<file path="src/rtl/deserializer_1to64_sr_if.sv">
// Serial receive link bundle: bit-slot inputs toward the deserializer, parallel word back out.
// Latency: none (wires only).
// Backpressure: none; the link is strobe driven (bit_en), the core must accept every data_valid.
interface deserializer_1to64_sr_if #(
  parameter int WIDTH = 64
);
  logic             frame_start;
  logic             bit_en;
  logic             data_in;
  logic [WIDTH-1:0] data_out;
  logic             data_valid;
  logic             busy;
  logic             frame_err;

  // Serial source side: drives bit slots, observes the received word.
  modport master (
    output frame_start, bit_en, data_in,
    input  data_out, data_valid, busy, frame_err
  );

  // Deserializer side.
  modport slave (
    input  frame_start, bit_en, data_in,
    output data_out, data_valid, busy, frame_err
  );
endinterface

</file>
<file path="src/rtl/deserializer_1to64_sr.sv">
// Serial-to-parallel receiver: collects WIDTH bits MSB first from a frame_start marker.
// Latency: data_out/data_valid update on the edge that samples the WIDTH-th bit.
// Backpressure: none; bit_en=0 slots freeze all state, a new frame_start mid-word restarts it.
module deserializer_1to64_sr #(
  parameter int WIDTH = 64
) (
  input  logic                    clk,
  input  logic                    reset,
  deserializer_1to64_sr_if.slave  bus
);
  localparam int CW = $clog2(WIDTH + 1);

  typedef enum logic {
    IDLE  = 1'b0,
    SHIFT = 1'b1
  } state_t;

  state_t           state_q, state_d;
  logic [WIDTH-1:0] shift_q, shift_d;
  logic [CW-1:0]    cnt_q, cnt_d;
  logic [WIDTH-1:0] data_out_q, data_out_d;
  logic             valid_q, valid_d;
  logic             err_q, err_d;

  // Next-state logic: bit slots drive the frame FSM; strobes default low every cycle.
  always_comb begin
    state_d    = state_q;
    shift_d    = shift_q;
    cnt_d      = cnt_q;
    data_out_d = data_out_q;
    valid_d    = 1'b0;
    err_d      = 1'b0;
    if (bus.bit_en) begin
      unique case (state_q)
        IDLE: begin
          // Bits outside a frame are dropped until a start marker shows up.
          if (bus.frame_start) begin
            shift_d = {{(WIDTH-1){1'b0}}, bus.data_in};
            cnt_d   = CW'(1);
            state_d = SHIFT;
          end
        end
        SHIFT: begin
          if (bus.frame_start) begin
            // Early start marker: throw away the partial word and begin again from this bit.
            err_d   = 1'b1;
            shift_d = {{(WIDTH-1){1'b0}}, bus.data_in};
            cnt_d   = CW'(1);
          end else begin
            shift_d = {shift_q[WIDTH-2:0], bus.data_in};
            if (cnt_q == CW'(WIDTH - 1)) begin
              data_out_d = shift_d;
              valid_d    = 1'b1;
              cnt_d      = '0;
              state_d    = IDLE;
            end else begin
              cnt_d = cnt_q + CW'(1);
            end
          end
        end
        default: state_d = IDLE;
      endcase
    end
  end

  // State and output registers; reset wins over every other input.
  always_ff @(posedge clk) begin
    if (reset) begin
      state_q    <= IDLE;
      shift_q    <= '0;
      cnt_q      <= '0;
      data_out_q <= '0;
      valid_q    <= 1'b0;
      err_q      <= 1'b0;
    end else begin
      state_q    <= state_d;
      shift_q    <= shift_d;
      cnt_q      <= cnt_d;
      data_out_q <= data_out_d;
      valid_q    <= valid_d;
      err_q      <= err_d;
    end
  end

  assign bus.data_out   = data_out_q;
  assign bus.data_valid = valid_q;
  assign bus.busy       = (state_q == SHIFT);
  assign bus.frame_err  = err_q;
endmodule

</file>
<file path="src/flat_wrapper.sv">
// flat-port wrapper written by rule: the top's interface ports become plain ports
module deserializer_1to64_sr_flat 
#(
  parameter int WIDTH = 64
)
  (clk, reset, bus_frame_start, bus_bit_en, bus_data_in, bus_data_out, bus_data_valid, bus_busy, bus_frame_err);
  deserializer_1to64_sr_if #(.WIDTH(WIDTH)) bus_i ();
  input  logic clk;
  input  logic reset;
  input wire logic [$bits(bus_i.frame_start)-1:0] bus_frame_start;
  input wire logic [$bits(bus_i.bit_en)-1:0] bus_bit_en;
  input wire logic [$bits(bus_i.data_in)-1:0] bus_data_in;
  output wire logic [$bits(bus_i.data_out)-1:0] bus_data_out;
  output wire logic [$bits(bus_i.data_valid)-1:0] bus_data_valid;
  output wire logic [$bits(bus_i.busy)-1:0] bus_busy;
  output wire logic [$bits(bus_i.frame_err)-1:0] bus_frame_err;
  assign bus_i.frame_start = bus_frame_start;
  assign bus_i.bit_en = bus_bit_en;
  assign bus_i.data_in = bus_data_in;
  assign bus_data_out = bus_i.data_out;
  assign bus_data_valid = bus_i.data_valid;
  assign bus_busy = bus_i.busy;
  assign bus_frame_err = bus_i.frame_err;
  deserializer_1to64_sr #(.WIDTH(WIDTH)) u_core (.clk(clk), .reset(reset), .bus(bus_i));
endmodule
</file>
<file path="config.mk">
export PLATFORM = sky130hd
export DESIGN_NAME = deserializer_1to64_sr_flat
export DESIGN_NICKNAME = d
export VERILOG_FILES = /design/src/rtl/deserializer_1to64_sr_if.sv /design/src/rtl/deserializer_1to64_sr.sv /design/src/flat_wrapper.sv
export SDC_FILE = /design/constraint.sdc
export NUM_CORES = 1
export LEC_CHECK = 0
export ABC_AREA = 0
export CELL_PAD_IN_SITES_DETAIL_PLACEMENT = 1
export CELL_PAD_IN_SITES_GLOBAL_PLACEMENT = 1
export CORE_UTILIZATION = 40
export CTS_CLUSTER_SIZE = 12
export DETAILED_ROUTE_END_ITERATION = 8
export PLACE_DENSITY_LB_ADDON = 0.2
export SYNTH_ARGS = -nofsm -noshare
export SYNTH_HDL_FRONTEND = slang
export SYNTH_SLANG_ARGS = --single-unit
</file>
<file path="constraint.sdc">
create_clock -name clk -period 2.3 [get_ports clk]
set_input_delay 0.345 -clock clk [delete_from_list [all_inputs] [get_ports clk]]
set_output_delay 0.345 -clock clk [all_outputs]
set_load 0.01 [all_outputs]
</file>
Yosys cells after proc, flatten, opt, wreduce, memory -nomap -nowiden
Index checks and enable logic that the tools add are counted.

operators by class
  bitwise gates (word level) = 3
  shift operators = 0
  reductions and logical operators = 4
  $add $sub $neg = 1
  divide/modulo/power cells = 0
  equality and inequality tests = 2
  $mul = 0
  magnitude comparators = 0
  mux-type cells = 12

operators with widths
  kind                                                  count
  two-way mux 63 bit                                    2
  case mux 63 bit (2 select lines)                      1
  two-way mux 7 bit                                     3
  case mux 7 bit (2 select lines)                       1
  adder 7 x 1 -> 7 bit (second input constant)          1
  equality test 7 x 6 -> 1 bit (second input constant)  1
  two-way mux 1 bit                                     4
  AND reduction 4 bit                                   1
  OR reduction 4 bit                                    1
  inverter 1 bit                                        3
  OR reduction 3 bit                                    1
  inequality test 2 bit (second input constant)         1
  case mux 1 bit (2 select lines)                       1
  AND reduction 2 bit                                   1

storage, ports and cells
  RAM bits = 0
  output and inout port bits = 67
  memory bits (read-only) = 0
  memories = 0
  bits of input ports = 5
  flip-flop bits (word level) = 137
  latch bits = 0

Logic depth before layout (Yosys ltp)
Gate-level depths: netlist of the first run.

  word-level depth = 4
  gate-level depth with buffers = 7
  depth with buffers taken out = 5

Worst setup path before layout of the first run
OpenSTA, ideal clock, no wires.

  kind = flip-flop to flip-flop
  start point = register u_core.cnt_q[0]
  end point = register u_core.data_out_q[10] (netlist: u_core.bus.data_out[10])
  buffers on the path = 2
  stages on the path, launching flop included = 8
  setup slack = 712 ps
  arrival = 1456 ps
  period minus slack after synthesis = 1588 ps
  setup time = 132 ps
  required time = 2168 ps
  path through = dfxtp_1 > ha_1 > nand2b_1 > or3_1 > buf_6 > buf_6 > nand2_1 > a21oi_1

between the ends
  longest elaborated chain between the ends = 2

RTL lines
  element                        RTL line                     source
  start, declared                deserializer_1to64_sr.sv:20  logic [CW-1:0] cnt_q, cnt_d;
  start signal, assigned         deserializer_1to64_sr.sv:78  cnt_q <= cnt_d;
  equality test 7 x 6 -> 1 bit   deserializer_1to64_sr.sv:51  if (cnt_q == CW'(WIDTH - 1)) begin
  AND reduction 4 bit (no line)  -
  end signal, assigned           deserializer_1to64_sr.sv:79  data_out_q <= data_out_d;
  end, declared                  deserializer_1to64_sr.sv:21  logic [WIDTH-1:0] data_out_q, data_out_d;

No other way between the ends.
A chain may end at the register's enable or synchronous reset.

Worst setup path in the final report of the first run
  start point = register u_core.cnt_q[0]
  end point = register u_core.data_out_q[31] (netlist: u_core.bus.data_out[31])

Same word-level chain as after synthesis.

==> results.cfg, run 1 <==
[timing]
clock_skew_ps = 3.92
worst_pin_slew_ps = 646
finalHoldViolations = 0
maxSlewViolCount = 0
setup_ws_ps = 390
rsz0062_at_grt = false
fin_crit_ps = 1910
period_share_pct = 83.1
fmax_mhz = 523
setup_viol_count_final = 0
maxSlewHeadroom_pct = 56.9
tns_ps = 0

[drt]
wl_um = 11000
remaining_drc_errors = 4
dr_total_vias = 3979
via_per_inst = 5.21
post_drt_wl_per_cell_um = 14.4
drt-initial-drc-count = 145
dr.pass1.iters = 6
final_antenna_net_count = 0

[final_layout]
final_nets = 615
diodes = 0
final_layout_size_suffix_gt1_share_pct = 7.74
syn2layout_area_growth_pct = 27.9

[power_and_ir_drop]
switching_share_pct = 20.2
seqPwrFrac_pct = 47.4
leakagePower_nw = 2.11
switchingPower_mw = 1.02
irDropWorstVdd_v = 0.000339
finalPower_mw = 5.03
pwr-share-comb_pct = 2.5
clkPwrFrac_pct = 50.1
power.density_mw_per_mm2 = 816
intPower_mw = 4.01

[clocking]
htree_levels = 4
clock-sinks = 137
numCtsBuffers = 17
cts_resized = 0
hold_buffers = 0
cts_buffer_depth = 2
clk_pin_slew_ps = 50
cts_setup_buffers = 0
clock_latency_ps = 410
clockRootBuffer = clkbuf_16
tritoncts = done

[synth]
avgSynthCellArea_sq_um = 8.82
synth_top_area_cell = dfxtp_1
ys_ff_latch = 137
synthDistinctLibCells = 28
yosys_warnings = 0
yosysSeqAreaShare_pct = 57.0
synth_top_area_share_pct = 57.0
synthTopCellsByArea = dfxtp_1 57%, nand2_1 11%, a22oi_1 9.8%, a21oi_1 7.0%, nor2_1 5.4%
netlist_instances = 546
syn-num-nets = 552
netlist_area_sq_mm = 0.00481

[job]
cap_violations = 0

[critical_path]
path_cells = ha_1 > nand2b_1 > or3_2 > buf_12 > nand2_1 > a21oi_1
crit_buf_inv = 1
critPathMaxStageDelay_ps = 520
critPathArrivalTime_ps = 2170
critPathMaxFanout = 65
worstPathRequired_ps = 2560
crit_slowest_cell = or3_2
cpLargestDelayFamily = simple AND/OR/NAND/NOR gates
cp-start-kind = flip-flop
worst-setup-path-type = reg -> reg
end_kind = flip-flop

[place]
dp_worst_setup_slack_ps = 160
portBuffers = 71
hpwlAfterDp_um = 6840
gp_congestion = 0.677

[global_route]
grt_usage_pct = 19.0
antenna_found_initial = 0
grt_overflow = 0
grt_pass1_vias = 4063
grt_max_degree = 66
grt_pass1_wl_um = 19100

[die]
die_w_um = 112
dieArea_sq_mm = 0.0125
start_util_pct = 41.6
pin_count = 72
rows = 39
design.core.area_sq_mm = 0.0116
die_y_um = 112

[run_status]
violations = DRC
run_status = finished, violations left

[min_path]
hold_path_class = in -> reg
## cell usage in the layout, fill, tap and decap left out, types with 2 or more instances in the layout
master / n
nand3_1: 6
nand2_1: 135
buf_12: 3
nor2_1: 69
clkdlybuf4s50_1: 70
clkbuf_1: 4
a31oi_1: 3
or3_1: 2
o21ai_0: 2
inv_1: 2
clkbuf_16: 17
buf_4: 13
dfxtp_1: 137
a22oi_1: 63
a21oi_1: 67
clkbuf_8: 8
## cells by family (layout without fill, tap and decap cells)
| kind of cell | after synthesis | in the layout | share of synthesized area [%] |
|---|---|---|---|
| simple gates | 224 | 224 | 19.0 |
| buf+inv | 44 | 118 | 5.59 |
| compound gates | 140 | 140 | 18.2 |
| flops | 137 | 137 | 57.0 |
| fa+ha+maj | 1 | 1 | 0.260 |
## flip-flops by register name, summed over array words and instances, names as in the netlist
| name | count |
|---|---|
| u_core.bus.frame_err | 1 |
| u_core.cnt_q | 7 |
| u_core.shift_q | 63 |
| u_core.bus.data_out | 64 |
| u_core.bus.busy | 1 |
| u_core.bus.data_valid | 1 |
## Yosys cell counts, drive strengths merged
library cell	instances
o31ai	1
ha	1
and3b	2
o21a	1
nand3	6
o211a	1
a21oi	67
inv	2
nand2b	1
buf	23
a31oi	3
dfxtp	137
nand2	135
a311oi	1
or3	3
o21ai	3
a22oi	63
nor3	2
nor2	69
nand3b	2
or2	1
and3	1
nand4	1
clkbuf	19
nor3b	1
## per-layer routing
metal	GRT usage, %	part of all wire [%]
met1	22.9	46
met2	32.0	50
met3	5.06	3.2
met4	7.93	1.6
met5	0	0
## final timing paths
kind	start	end	slack (ps)	depth (start not counted)
setup reg to reg	u_core.cnt_q[0]$_SDFFE_PP0P_	u_core.bus.data_out[31]$_SDFFE_PP0P_	390	6
hold reg to reg	u_core.bus.data_out[17]$_SDFFE_PP0P_	u_core.bus.data_out[17]$_SDFFE_PP0P_	450	2
setup / recovery	u_core.cnt_q[0]$_SDFFE_PP0P_	u_core.bus.data_out[31]$_SDFFE_PP0P_	390	6
hold / removal	reset	u_core.shift_q[36]$_SDFFE_PP0P_	450	2
## final cells by class
class / instances / area (sq um)
Clock buffer: 29 / 551
Clock inverter: 1 / 5.00
Fill cell: 1345 / 5410
Inverter: 2 / 7.51
Multi-Input combinational cell: 365 / 1820
Sequential cell: 137 / 2740
Tap cell: 143 / 179
Timing Repair Buffer: 86 / 858
## through the flow
step	util [%]	std cells	instance area (sq um)	hold slack, ps
detailed placement	48.4	733	5600	449
global placement	48.4	733	5600	443
finish	53.3	763	6160	447
CTS	53.3	763	6160	442
floorplan	-	546	4810	432
global route	53.3	763	6160	464
## power groups by stage
stage          registers [mW]  clock network (mW)  logic (mW)
3_3_place_gp             2.43                   0       0.123
6_report                 2.38                2.52       0.125
2_1_floorplan            2.44                   0      0.0760
5_1_grt                  2.38                2.70       0.138
4_1_cts                  2.38                2.57       0.127
3_5_place_dp             2.43                   0       0.126
Power figures use the tool's default switching activity.
==> run 2, diff against run 1 <==
- CORE_UTILIZATION: 40 -> 36
- clock period: 2.3 -> 1.75 ns (I/O delays scaled with it)
==> run 2 against run 1 <==
Against the previous run: cell count grew 5.5%; non-clock buffer count rose by 11; clock skew is 2.9 ps higher; the run now ends clean; worst setup slack worse by 300 ps.
==> results.cfg, run 2 (synthesized netlist as in run 1, its figures left out) <==
[run_status]
run_status = complete, no violations

[critical_path]
crit_slowest_cell = dfxtp_1
cp-start-kind = flip-flop
critPathArrivalTime_ps = 2010
worstPathRequired_ps = 2100
end_kind = flip-flop
worst-setup-path-type = reg -> reg
crit_top_cell = buf_4
critPathMaxStageDelay_ps = 370
path_cells = ha_1 > nand2b_1 > buf_4 > nor3_4 > buf_4 > nand2_1 > a21oi_1
critPathMaxFanout = 9

[timing]
setup_viol_count_final = 0
fmax_mhz = 602
tns_ps = 0
maxSlewHeadroom_pct = 66.2
finalHoldViolations = 0
holdWs_ps = 291
fin_crit_ps = 1660
maxSlewViolCount = 0
rsz0062_at_grt = false
clock_skew_ps = 6.79
worst_pin_slew_ps = 507
period_share_pct = 94.9

[clocking]
tritoncts = done
clockRootBuffer = clkbuf_16
numCtsBuffers = 17
cts_setup_buffers = 0
cts_buffer_depth = 2
clock-sinks = 137
clock_latency_ps = 420
clk_pin_slew_ps = 50
htree_levels = 4

[min_path]
hold_path_class = in -> reg

[die]
die_y_um = 118
pin_count = 72
dieArea_sq_mm = 0.0138
die_w_um = 118
rows = 41
start_util_pct = 37.5
design.core.area_sq_mm = 0.0128

[place]
place_area_sq_mm = 0.00574
portBuffers = 71
hpwlAfterDp_um = 7500
gp_congestion = 0.741

[power_and_ir_drop]
leakagePower_nw = 2.20
power.density_mw_per_mm2 = 1070
irDropWorstVdd_v = 0.000573

[final_layout]
final_layout_size_suffix_gt1_share_pct = 10.1
mostFrequentLayoutCells = 137 x dfxtp_1, 135 x nand2_1, 69 x nor2_1, 69 x clkdlybuf4s50_1, 67 x a21oi_1
syn2layout_area_growth_pct = 32.0
num-fill-cells = 1497
final_nets = 626
final_area_sq_mm = 0.00635
diodes = 0
largest_register_ffs = 64
final_common_cell = dfxtp_1

[drt]
post_drt_wl_per_cell_um = 14.7
remaining_drc_errors = 0
dr.pass1.iters = 4
final_antenna_net_count = 0
via_per_inst = 5.04
drt-initial-drc-count = 162
dr_total_vias = 4054
wl_um = 11800

[global_route]
antenna_found_initial = 0
grt_pass1_wl_um = 20100
grt_max_degree = 53
grt_pass1_vias = 4189
grt_usage_pct = 18.1
grt_overflow = 0

[job]
cap_violations = 0
[run 2: cell count changes in the layout (fill, tap and decap cells not counted)]
cell,delta
or3_4,+1
clkbuf_8,-1
clkbuf_16,+1
clkinv_2,+4
bufinv_16,+1
buf_12,+2
clkinvlp_4,+1
or3_2,-1
clkbuf_1,-3
buf_4,+8
clkdlybuf4s50_1,-1
dlygate4sd2_1,+1
[run 2: worst max-delay path: cells and delay by family, from the launching register on]
kind / cells / cell delay, ps
simple gates: 3 / 490
buf+inv: 2 / 390
flops: 1 / 370
fa+ha+maj: 1 / 200
compound gates: 1 / 140
[run 2: layout make-up]
type	instances	area [sq um]	area share, %
clock inverters	7	62.6	0.984
well taps	172	215	3.39
multi-input cells	365	1820	28.6
repair buffers	97	982	15.5
inverters	2	7.51	0.118
flip-flops and latches	137	2740	43.2
clock buffers	25	526	8.27
[run 2: report_power, final]
| group | internal, mW | total (mW) | leakage, nW | switching (mW) |
|---|---|---|---|---|
| Clock | 2.20 | 3.48 | 0.295 | 1.28 |
| Combinational | 0.0537 | 0.177 | 0.801 | 0.124 |
| Sequential | 3.13 | 3.13 | 1.10 | 0.00422 |
| Total | 5.38 | 6.79 | 2.20 | 1.41 |
[run 2: per-layer routing]
layer | vias up | part of all wire [%] | GRT usage, %
li1 | 1993 | - | -
met1 | 1984 | 46 | 22.1
met2 | 63 | 48 | 29.3
met3 | 14 | 4.2 | 5.47
met4 | 0 | 1.7 | 7.69
met5 | - | 0 | 0
[run 2: final timing paths]
path / to / from / slack, ps / cells after the start
max: u_core.bus.data_out[19]$_SDFFE_PP0P_ / u_core.cnt_q[1]$_SDFFE_PP0P_ / 90 / 7
min: u_core.cnt_q[1]$_SDFFE_PP0P_ / reset / 290 / 2
max reg2reg: u_core.bus.data_out[19]$_SDFFE_PP0P_ / u_core.cnt_q[1]$_SDFFE_PP0P_ / 90 / 7
min reg2reg: u_core.bus.data_out[62]$_SDFFE_PP0P_ / u_core.bus.data_out[62]$_SDFFE_PP0P_ / 450 / 2
[run 2: through the flow]
step	power [mW]	utilization, %	cells	worst slack, ps
2_1_floorplan	3.30	-	546	162
3_3_place_gp	3.37	44.8	772	-160
3_5_place_dp	3.38	44.8	772	-203
4_1_cts	6.87	49.3	804	41.8
5_1_grt	7.02	49.6	805	9.16
6_report	6.79	49.6	805	89.1
[run 2: timing repair]
item / in CTS / in global routing
hold buffers: 0 / 0
setup endpoints to repair: 1 / 6
gates cloned: 0 / 1
endpoints found under the hold margin: 0 / 0
resized for setup: 1 / 1
==> run 3, diff against run 2 <==
- clock period: 1.75 -> 1.5 ns (I/O delays scaled with it)
==> run 3 against run 2 <==
Against the previous run: the run now ends with setup timing left; cell count grew 0.75%; critical path type unchanged; routed wire length grew 3.2%; sequential power rose by 17%.
==> results.cfg, run 3 (synthesized netlist as in run 1, its figures left out) <==
[run_status]
run_status = finished, violations left
violations = setup timing

[die]
rows = 41
start_util_pct = 37.5
pin_count = 72
die_w_um = 118
design.core.area_sq_mm = 0.0128
dieArea_sq_mm = 0.0138
die_y_um = 118

[clocking]
htree_levels = 4
clock-sinks = 137
clk_pin_slew_ps = 50
clockRootBuffer = clkbuf_16
clock_latency_ps = 420
tritoncts = done
numCtsBuffers = 17
cts_buffer_depth = 2

[final_layout]
final_common_cell = nand2_1
diodes = 0
final_layout_size_suffix_gt1_share_pct = 14.1
final_nets = 637
largest_register_ffs = 64
syn2layout_area_growth_pct = 32.9
mostFrequentLayoutCells = 134 x nand2_1, 130 x dfxtp_1, 69 x nor2_1, 65 x dlygate4sd2_1, 63 x a22oi_1

[power_and_ir_drop]
power.density_mw_per_mm2 = 1150
irDropWorstVdd_v = 0.000514
leakagePower_nw = 2.56

[timing]
rsz0062_at_grt = true
holdWs_ps = 216
setup_viol_count_final = 27
worst_pin_slew_ps = 408
fin_crit_ps = 1530
setup_ws_ps = -27.8
clock_skew_ps = 5.98
period_share_pct = 102
maxSlewHeadroom_pct = 72.8
maxSlewViolCount = 0
fmax_mhz = 655
finalHoldViolations = 0
tns_ps = -298

[global_route]
grt_pass1_vias = 4219
grt_overflow = 0
grt_usage_pct = 18.1
grt_max_degree = 40
antenna_found_initial = 0
grt_pass1_wl_um = 20200

[drt]
dr.pass1.iters = 4
drt-initial-drc-count = 217
post_drt_wl_per_cell_um = 15.0
via_per_inst = 5.10
remaining_drc_errors = 0
dr_total_vias = 4133
wl_um = 12200
final_antenna_net_count = 0

[critical_path]
cp-start-kind = flip-flop
reg2reg_setup_slack_ps = -30
worst-setup-path-type = reg -> reg
path_depth = 6
path_cells = nand4_1 > buf_4 > or3_4 > buf_12 > nand2_1 > a21oi_1
r2r-end = u_core.bus.data_out[15]$_SDFFE_PP0P_
critPathLaunch = u_core.cnt_q[5]$_SDFFE_PP0P_
worstPathRequired_ps = 1780
crit_slowest_cell = or3_4
worstRegToRegCells = 6
critPathMaxFanout = 32
critPathMaxStageDelay_ps = 360
r2r_start = u_core.cnt_q[5]$_SDFFE_PP0P_
end_kind = flip-flop
crit_buf_inv = 2
cpLargestDelayFamily = simple AND/OR/NAND/NOR gates
critPathArrivalTime_ps = 1810

[min_path]
worstHoldStart = reset
hold_end = u_core.shift_q[34]$_SDFFE_PP0P_
hold_path_class = in -> reg
hold_depth = 2

[job]
cap_violations = 0

[place]
portBuffers = 71
gp_congestion = 0.770
hpwlAfterDp_um = 7610
run 3: cell count changes in the layout (fill, tap and decap cells not counted), sizes merged:
cell,previous run,this run
bufinv,1,0
buf,26,36
dlygate4sd2,1,65
clkinv,5,4
clkbuf,26,25
dlymetal6s2s,0,1
clkdlybuf4s50,69,3
run 3: worst max path at each step:
stage                                                 endpoint  slack, ps
after floorplan           u_core.bus.data_out[10]$_SDFFE_PP0P_         40
after global placement    u_core.bus.data_out[18]$_SDFFE_PP0P_       -380
after detailed placement  u_core.bus.data_out[15]$_SDFFE_PP0P_       -420
after CTS                 u_core.bus.data_out[15]$_SDFFE_PP0P_          1
after global routing      u_core.bus.data_out[30]$_SDFFE_PP0P_        -80
final                     u_core.bus.data_out[15]$_SDFFE_PP0P_        -30
run 3: report_power, final:
group / leakage, nW / switching, mW / internal, mW
sequential: 1.11 / 0.00612 / 3.65
combinational: 1.21 / 0.151 / 0.0734
clock: 0.237 / 1.42 / 2.09
total: 2.56 / 1.57 / 5.81
run 3: final cells by class:
class / instances / area [sq um]
multi-input cells: 365 / 1890
clock buffers: 22 / 454
flip-flops and latches: 137 / 2750
fillers: 1529 / 6430
repair buffers: 108 / 1050
clock inverters: 5 / 27.5
well taps: 172 / 215
inverters: 2 / 7.51
run 3: metrics by stage:
stage          util (%)  worst slack [ps]  instance area (sq um)  instances  power (mW)
4_1_cts            49.1              1.49                   6290        809        7.46
3_3_place_gp       45.5              -376                   5830        778        3.95
5_1_grt            49.9             -82.0                   6400        811        7.68
2_1_floorplan         -              44.2                   4840        546        3.85
6_report           49.9             -27.8                   6400        811        7.38
3_5_place_dp       45.5              -416                   5830        778        3.96
run 3: what timing repair did:
action | 4_1_cts | 5_1_grt
cloned | 1 | 2
pin swaps | 2 | 0
hold buffers | 0 | 0
gates resized for setup | 71 | 21
buffers inserted | 3 | 0
setup endpoints to repair | 130 | 69
run 3: routing by layer:
layer / GRT usage, % / up-vias / share of wire (%)
li1: - / 2018 / -
met1: 22.0 / 2029 / 46
met2: 29.8 / 70 / 49
met3: 5.52 / 16 / 3.9
met4: 7.29 / 0 / 1.6
met5: 0 / - / 0
==> patch 1, RTL diff (config.mk and constraints of run 3) <==
Compare `cnt_q` against `CW'(WIDTH - 1)` with >= in place of ==.
--- a/src/rtl/deserializer_1to64_sr.sv
+++ b/src/rtl/deserializer_1to64_sr.sv
@@ -49,5 +49,5 @@
           end else begin
             shift_d = {shift_q[WIDTH-2:0], bus.data_in};
-            if (cnt_q == CW'(WIDTH - 1)) begin
+            if (cnt_q >= CW'(WIDTH - 1)) begin
               data_out_d = shift_d;
               valid_d    = 1'b1;
Function: same outputs for any inputs over 10 cycles, from zero or initial values and one cycle with reset high; that may be too few to reach the edited logic, so the function may still have changed.
==> patch 1 against run 3 <==
The flow still finishes with violations (negative setup slack). Worst setup slack worse by 0.0028 ns. Non-clock buffer count increased by 2. Global-route usage down 1.1 points. Sequential cell count stayed put. Final area up 7.5%. Total power increased by 11%. Synthesized cell count is 0.55% lower. Area after synthesis increased by 9.1%. Worst hold slack better by 0.037 ns. Routed wire length up 1.0%. Critical path type unchanged. Highest routed layer unchanged.
==> patch 1: results (changes against run 3) <==
Timing
  • Clk_skew: 0.00978 ns (was 0.00598 ns)
  • Worst setup margin: -0.0307 ns (was -0.0278 ns)
  • Final setup vio count: 46 (was 27)
  • Rel. slew slack: 0.737 (was 0.728)

Run status
  • Status: finished, violations left (unchanged)
  • Failing checks: negative setup slack (unchanged)

Setup path
  • Reg2reg end: u_core.bus.data_out[16]$_SDFFE_PP0P_ (was u_core.bus.data_out[15]$_SDFFE_PP0P_)
  • Critical path arrival: 1.84 ns (was 1.81 ns)
  • Crit Reg-Reg Startpoint: u_core.cnt_q[0]$_SDFFE_PP0P_ (was u_core.cnt_q[5]$_SDFFE_PP0P_)
  • CP max FO: 8 (was 32)

Yosys
  • Gate Count Post-Synth: 543 (was 546)
  • Top post-synthesis cells by count: 137 x dfxtp_1, 132 x nand2_1, 67 x nor2_1 (was 137 x dfxtp_1, 135 x nand2_1, 69 x nor2_1)
  • Sequential area share after synthesis: 0.522 (was 0.570)
  • Net Count, Synth: 549 (was 552)
  • Synth cell types: 40 (was 28)
  • Largest cells by area after synthesis: dfxtp_1 52%, mux2i_1 12%, nand2_1 9.4% (was dfxtp_1 57%, nand2_1 11%, a22oi_1 9.8%)

Global routing
  • Vias in the first global route: 4167 (was 4219)
  • First-pass GRT wire length: 19800 µm (was 20200 µm)
  • GR Util All Layers: 0.170 (was 0.181)
  • Maximum number of pins on one net before global-route repair: 44 (was 40)

Drt
  • Post-Route WL: 12300 µm (was 12200 µm)
  • Vias per Instance: 5.00 (was 5.10)
  • Iter 0 DRT Violations: 209 (was 217)
  • Post-DR wirelength/cell: 15.0 µm (about the same)

Hold path
  • Worst Hold End: u_core.cnt_q[2]$_SDFFE_PP0P_ (was u_core.shift_q[34]$_SDFFE_PP0P_)
  • WHS Path Cells: 4 (was 2)

Power
  • P_leak: 2.72 nW (was 2.56 nW)
  • VDD IR max: 787 µV (was 514 µV)

Place
  • Final HPWL DP: 7520 µm (was 7610 µm)
  • Placed insts: 785 (was 778)
  • RD Place Congestion: 0.718 (was 0.770)

Layout
  • Nets@finish: 638 (was 637)
  • Layout cell share with drive strength beyond 1: 0.134 (was 0.141)

Clock network
  • H-tree Lvls: 4 (unchanged)
-- patch 1: what timing repair did --
item                       in CTS  in global routing
setup buffers                   0                  4
gates resized for setup        72                  4
pin swaps                       1                  6
hold buffers                    0                  0
setup endpoints to repair     130                 64
gates cloned                    0                  4
-- patch 1: cell families (layout without fill, tap and decap cells) --
logic type      Yosys count  after routing  synth area share
mux                      64             64             0.122
fa+ha+maj                 1              1           0.00238
flops                   137            137             0.522
simple gates            217            218             0.169
buf+inv                  42            142            0.0639
compound gates           82             82             0.121
-- patch 1: area by class of cell --
cell class              count  area (µm²)
clock buffers              23         488
clock inverters             8         118
fillers                  1619        7160
inverters                   1        6.26
multi-input cells         365        2220
flip-flops and latches    137        2750
well taps                 180         225
repair buffers            110        1070
-- patch 1: per-stage QoR --
step	setup TNS [ns]	power (mW)	setup WS, ns	hold WS, ns	area [µm²]
6_report	-0.700	8.21	-0.0307	0.253	6880
5_1_grt	-3.63	8.50	-0.0825	0.317	6880
4_1_cts	-0.174	8.31	-0.0419	0.249	6740
3_5_place_dp	-23.90	3.99	-0.244	0.449	6210
3_3_place_gp	-23.73	3.99	-0.215	0.442	6210
2_1_floorplan	0	3.90	0.0201	0.342	5270
-- patch 1: worst max-delay path by stage --
stage	startpoint	endpoint	slack, ns	cells after the start
2_1_floorplan	u_core.cnt_q[1]$_SDFFE_PP0P_	u_core.bus.data_out[10]$_SDFFE_PP0P_	0.02	6
3_3_place_gp	bus_bit_en	u_core.bus.data_out[15]$_SDFFE_PP0P_	-0.21	5
3_5_place_dp	bus_bit_en	u_core.shift_q[38]$_SDFFE_PP0P_	-0.24	7
4_1_cts	u_core.cnt_q[0]$_SDFFE_PP0P_	u_core.bus.data_out[22]$_SDFFE_PP0P_	-0.04	6
5_1_grt	u_core.cnt_q[0]$_SDFFE_PP0P_	u_core.cnt_q[3]$_SDFFE_PP0P_	-0.08	5
6_report	u_core.cnt_q[0]$_SDFFE_PP0P_	u_core.bus.data_out[16]$_SDFFE_PP0P_	-0.03	6
-- patch 1: per-layer routing --
metal / global-route usage / vias up / share of wire
met5: 0 / - / 0
met4: 0.0823 / 0 / 0.019
met3: 0.0441 / 17 / 0.030
met2: 0.279 / 64 / 0.48
met1: 0.207 / 2005 / 0.47
li1: - / 2036 / -
-- patch 1: power breakdown --
group / internal, mW / switching (mW)
logic: 0.0798 / 0.179
registers: 3.65 / 0.0110
clock network: 2.77 / 1.52
total: 6.50 / 1.71
-- patch 1: critical path, cell delays in order (launching register included) --
cell and delay [ns]:
dfxtp_4 0.36, ha_4 0.16, a21o_1 0.18, a21oi_4 0.28, nor2_8 0.13, clkbuf_16 0.19, mux2i_1 0.12
==> patch 2, RTL diff (config.mk and constraints of run 3) <==
Made on the original files. `WIDTH` is set to 64 in 3 places; all go to 32.
--- a/src/rtl/deserializer_1to64_sr_if.sv
+++ b/src/rtl/deserializer_1to64_sr_if.sv
@@ -3,5 +3,5 @@
 // Backpressure: none; the link is strobe driven (bit_en), the core must accept every data_valid.
 interface deserializer_1to64_sr_if #(
-  parameter int WIDTH = 64
+  parameter int WIDTH = 32
 );
   logic             frame_start;
--- a/src/rtl/deserializer_1to64_sr.sv
+++ b/src/rtl/deserializer_1to64_sr.sv
@@ -3,5 +3,5 @@
 // Backpressure: none; bit_en=0 slots freeze all state, a new frame_start mid-word restarts it.
 module deserializer_1to64_sr #(
-  parameter int WIDTH = 64
+  parameter int WIDTH = 32
 ) (
   input  logic                    clk,
--- a/src/flat_wrapper.sv
+++ b/src/flat_wrapper.sv
@@ -2,5 +2,5 @@
 module deserializer_1to64_sr_flat 
 #(
-  parameter int WIDTH = 64
+  parameter int WIDTH = 32
 )
   (clk, reset, bus_frame_start, bus_bit_en, bus_data_in, bus_data_out, bus_data_valid, bus_busy, bus_frame_err);
Interface: changed (resized bus_data_out); port bits go from 72 to 40. The function was not compared with the original's and may differ.
==> patch 2 against run 3 <==
Routed wire length shrank 52%. Sequential cell count shrank 65. Total power shrank 52%. Count of clock-buffer cells in the layout shrank 13. Final area shrank 47%. Synthesized cell count shrank 46%. Worst setup slack gained 0.076 ns. Area after synthesis shrank 46%. Die area shrank 45%. Utilization shrank 0.99 points. Clock power shrank 57%. Sequential power shrank 48%.
==> patch 2: results (changes against run 3) <==
Setup path
  • Delay-heaviest family, CP: buffers and inverters (was simple AND/OR/NAND/NOR gates)
  • CP max FO: 2 (was 32)
  • Slowest CP cell: clkdlybuf4s50_1 (was or3_4)
  • CP peak stage delay: 0.54 ns (was 0.36 ns)
  • Critical path arrival: 1.23 ns (was 1.81 ns)

Clock network
  • Setup repair bufs after CTS: 0 (was 3)
  • Clock Pin Slew Worst Setup and Hold Paths: 0.08 ns (was 0.05 ns)
  • CTS Root Cell: clkbuf_8 (was clkbuf_16)
  • Worst-Skew Late Latency: 0.35 ns (was 0.42 ns)
  • CTS Buf Count: 9 (was 17)
  • H-tree Lvls: 3 (was 4)

Power
  • Sw frac: 0.235 (was 0.213)
  • P_leak: 1.16 nW (was 2.56 nW)
  • VDD IR max: 515 µV (was 514 µV)

Drt
  • Post-Route WL: 5830 µm (was 12200 µm)
  • Iter 0 DRT Violations: 107 (was 217)
  • Vias per Instance: 4.94 (was 5.10)
  • Vias post-DR: 2154 (was 4133)

Place
  • Placed inst area: 3130 µm² (was 5830 µm²)
  • Final HPWL DP: 3430 µm (was 7610 µm)
  • Placed insts: 419 (was 778)
  • PortBufs: 39 (was 71)
  • RD Place Congestion: 0.722 (was 0.770)
  • Placement Setup Slack: -0.213 ns (was -0.416 ns)

Yosys
  • Average size of a mapped cell: 8.88 µm² (was 8.82 µm²)
  • Synth cell types: 27 (was 28)
  • Net Count, Synth: 299 (was 552)
  • Largest cells by area after synthesis: dfxtp_1 55%, nand2_1 9.7%, a22oi_1 9.5% (was dfxtp_1 57%, nand2_1 11%, a22oi_1 9.8%)
  • Top post-synthesis cells by count: 72 x dfxtp_1, 67 x nand2_1, 37 x nor2_1 (was 137 x dfxtp_1, 135 x nand2_1, 69 x nor2_1)
  • Sequential area share after synthesis: 0.554 (was 0.570)

Global routing
  • First-pass GRT wire length: 9710 µm (was 20200 µm)
  • GR Util All Layers: 0.166 (was 0.181)
  • Vias in the first global route: 2093 (was 4219)
  • Maximum number of pins on one net before global-route repair: 73 (was 40)
  • Antenna violations before repair: 0 (unchanged)

Layout
  • Layout cell share with drive strength beyond 1: 0.162 (was 0.141)
  • Fill count: 827 (was 1529)
  • Cell area after layout: 3380 µm² (was 6400 µm²)
  • Max reg flops: 32 (was 64)
  • Nets@finish: 341 (was 637)

Timing
  • Slew of the pin with the lowest slew margin: 0.349 ns (was 0.408 ns)
  • Clk_skew: 0.00735 ns (was 0.00598 ns)

Run status
  • Status: finished, final reports clean (was finished, violations left)
## patch 2: final cells by class
cell class                 count  share of cell area
sequential                    72               0.428
multi-input combinational    197               0.311
timing repair buffer          54               0.167
clock buffer                   9              0.0367
tap                           96              0.0356
clock inverter                 7              0.0207
inverter                       1             0.00111
## patch 2: per-layer routing
metal  vias to the layer above  global-route usage  wire (µm)
met4                         0              0.0909        121
met5                         -                   0          0
met2                        36               0.273       2640
li1                       1081                   -          -
met1                      1025               0.207       2890
met3                        12              0.0294        177
## patch 2: worst min-delay path, cell delays in order
cell,delay [ns]
buf_2,0.11
buf_12,0.21
a21oi_2,0.12
## patch 2: worst paths after layout
kind | from | end | slack (ns) | depth (start not counted)
setup reg to reg | u_core.cnt_q[1]$_SDFFE_PP0P_ | u_core.bus.data_out[31]$_SDFFE_PP0P_ | 0.06 | 6
setup / recovery | u_core.bus.data_out[7]$_SDFFE_PP0P_ | bus_data_out[7] | 0.05 | 1
hold reg to reg | u_core.bus.data_out[26]$_SDFFE_PP0P_ | u_core.bus.data_out[26]$_SDFFE_PP0P_ | 0.45 | 2
hold / removal | reset | u_core.bus.data_out[28]$_SDFFE_PP0P_ | 0.37 | 3
## patch 2: cell families after synthesis
kind of cell             Yosys count  synth area share
flip-flops                        72             0.554
AO/OA/AOI/OAI                     78             0.207
adder cells (fa/ha/maj)            1           0.00481
multiplexers                       1           0.00385
AND/OR/NAND/NOR                  117             0.181
buffers and inverters             24            0.0495
## patch 2: what timing repair did
item / 4_1_cts / 5_1_grt
gates cloned: 0 / 1
endpoints found under the setup margin: 33 / 34
resized for setup: 3 / 9
## patch 2: power groups by stage
stage,Sequential [mW],Clock (mW),Combinational (mW)
global placement,1.96,0,0.131
global route,1.92,1.66,0.143
CTS,1.92,1.57,0.131
detailed placement,1.96,0,0.132
finish,1.92,1.52,0.129
floorplan,1.97,0,0.0709
## patch 2: metrics by stage
stage	hold WS [ns]	total power, mW
after floorplan	0.361	2.04
after global placement	0.441	2.10
after detailed placement	0.449	2.10
after CTS	0.363	3.62
after global routing	0.378	3.72
final	0.369	3.57
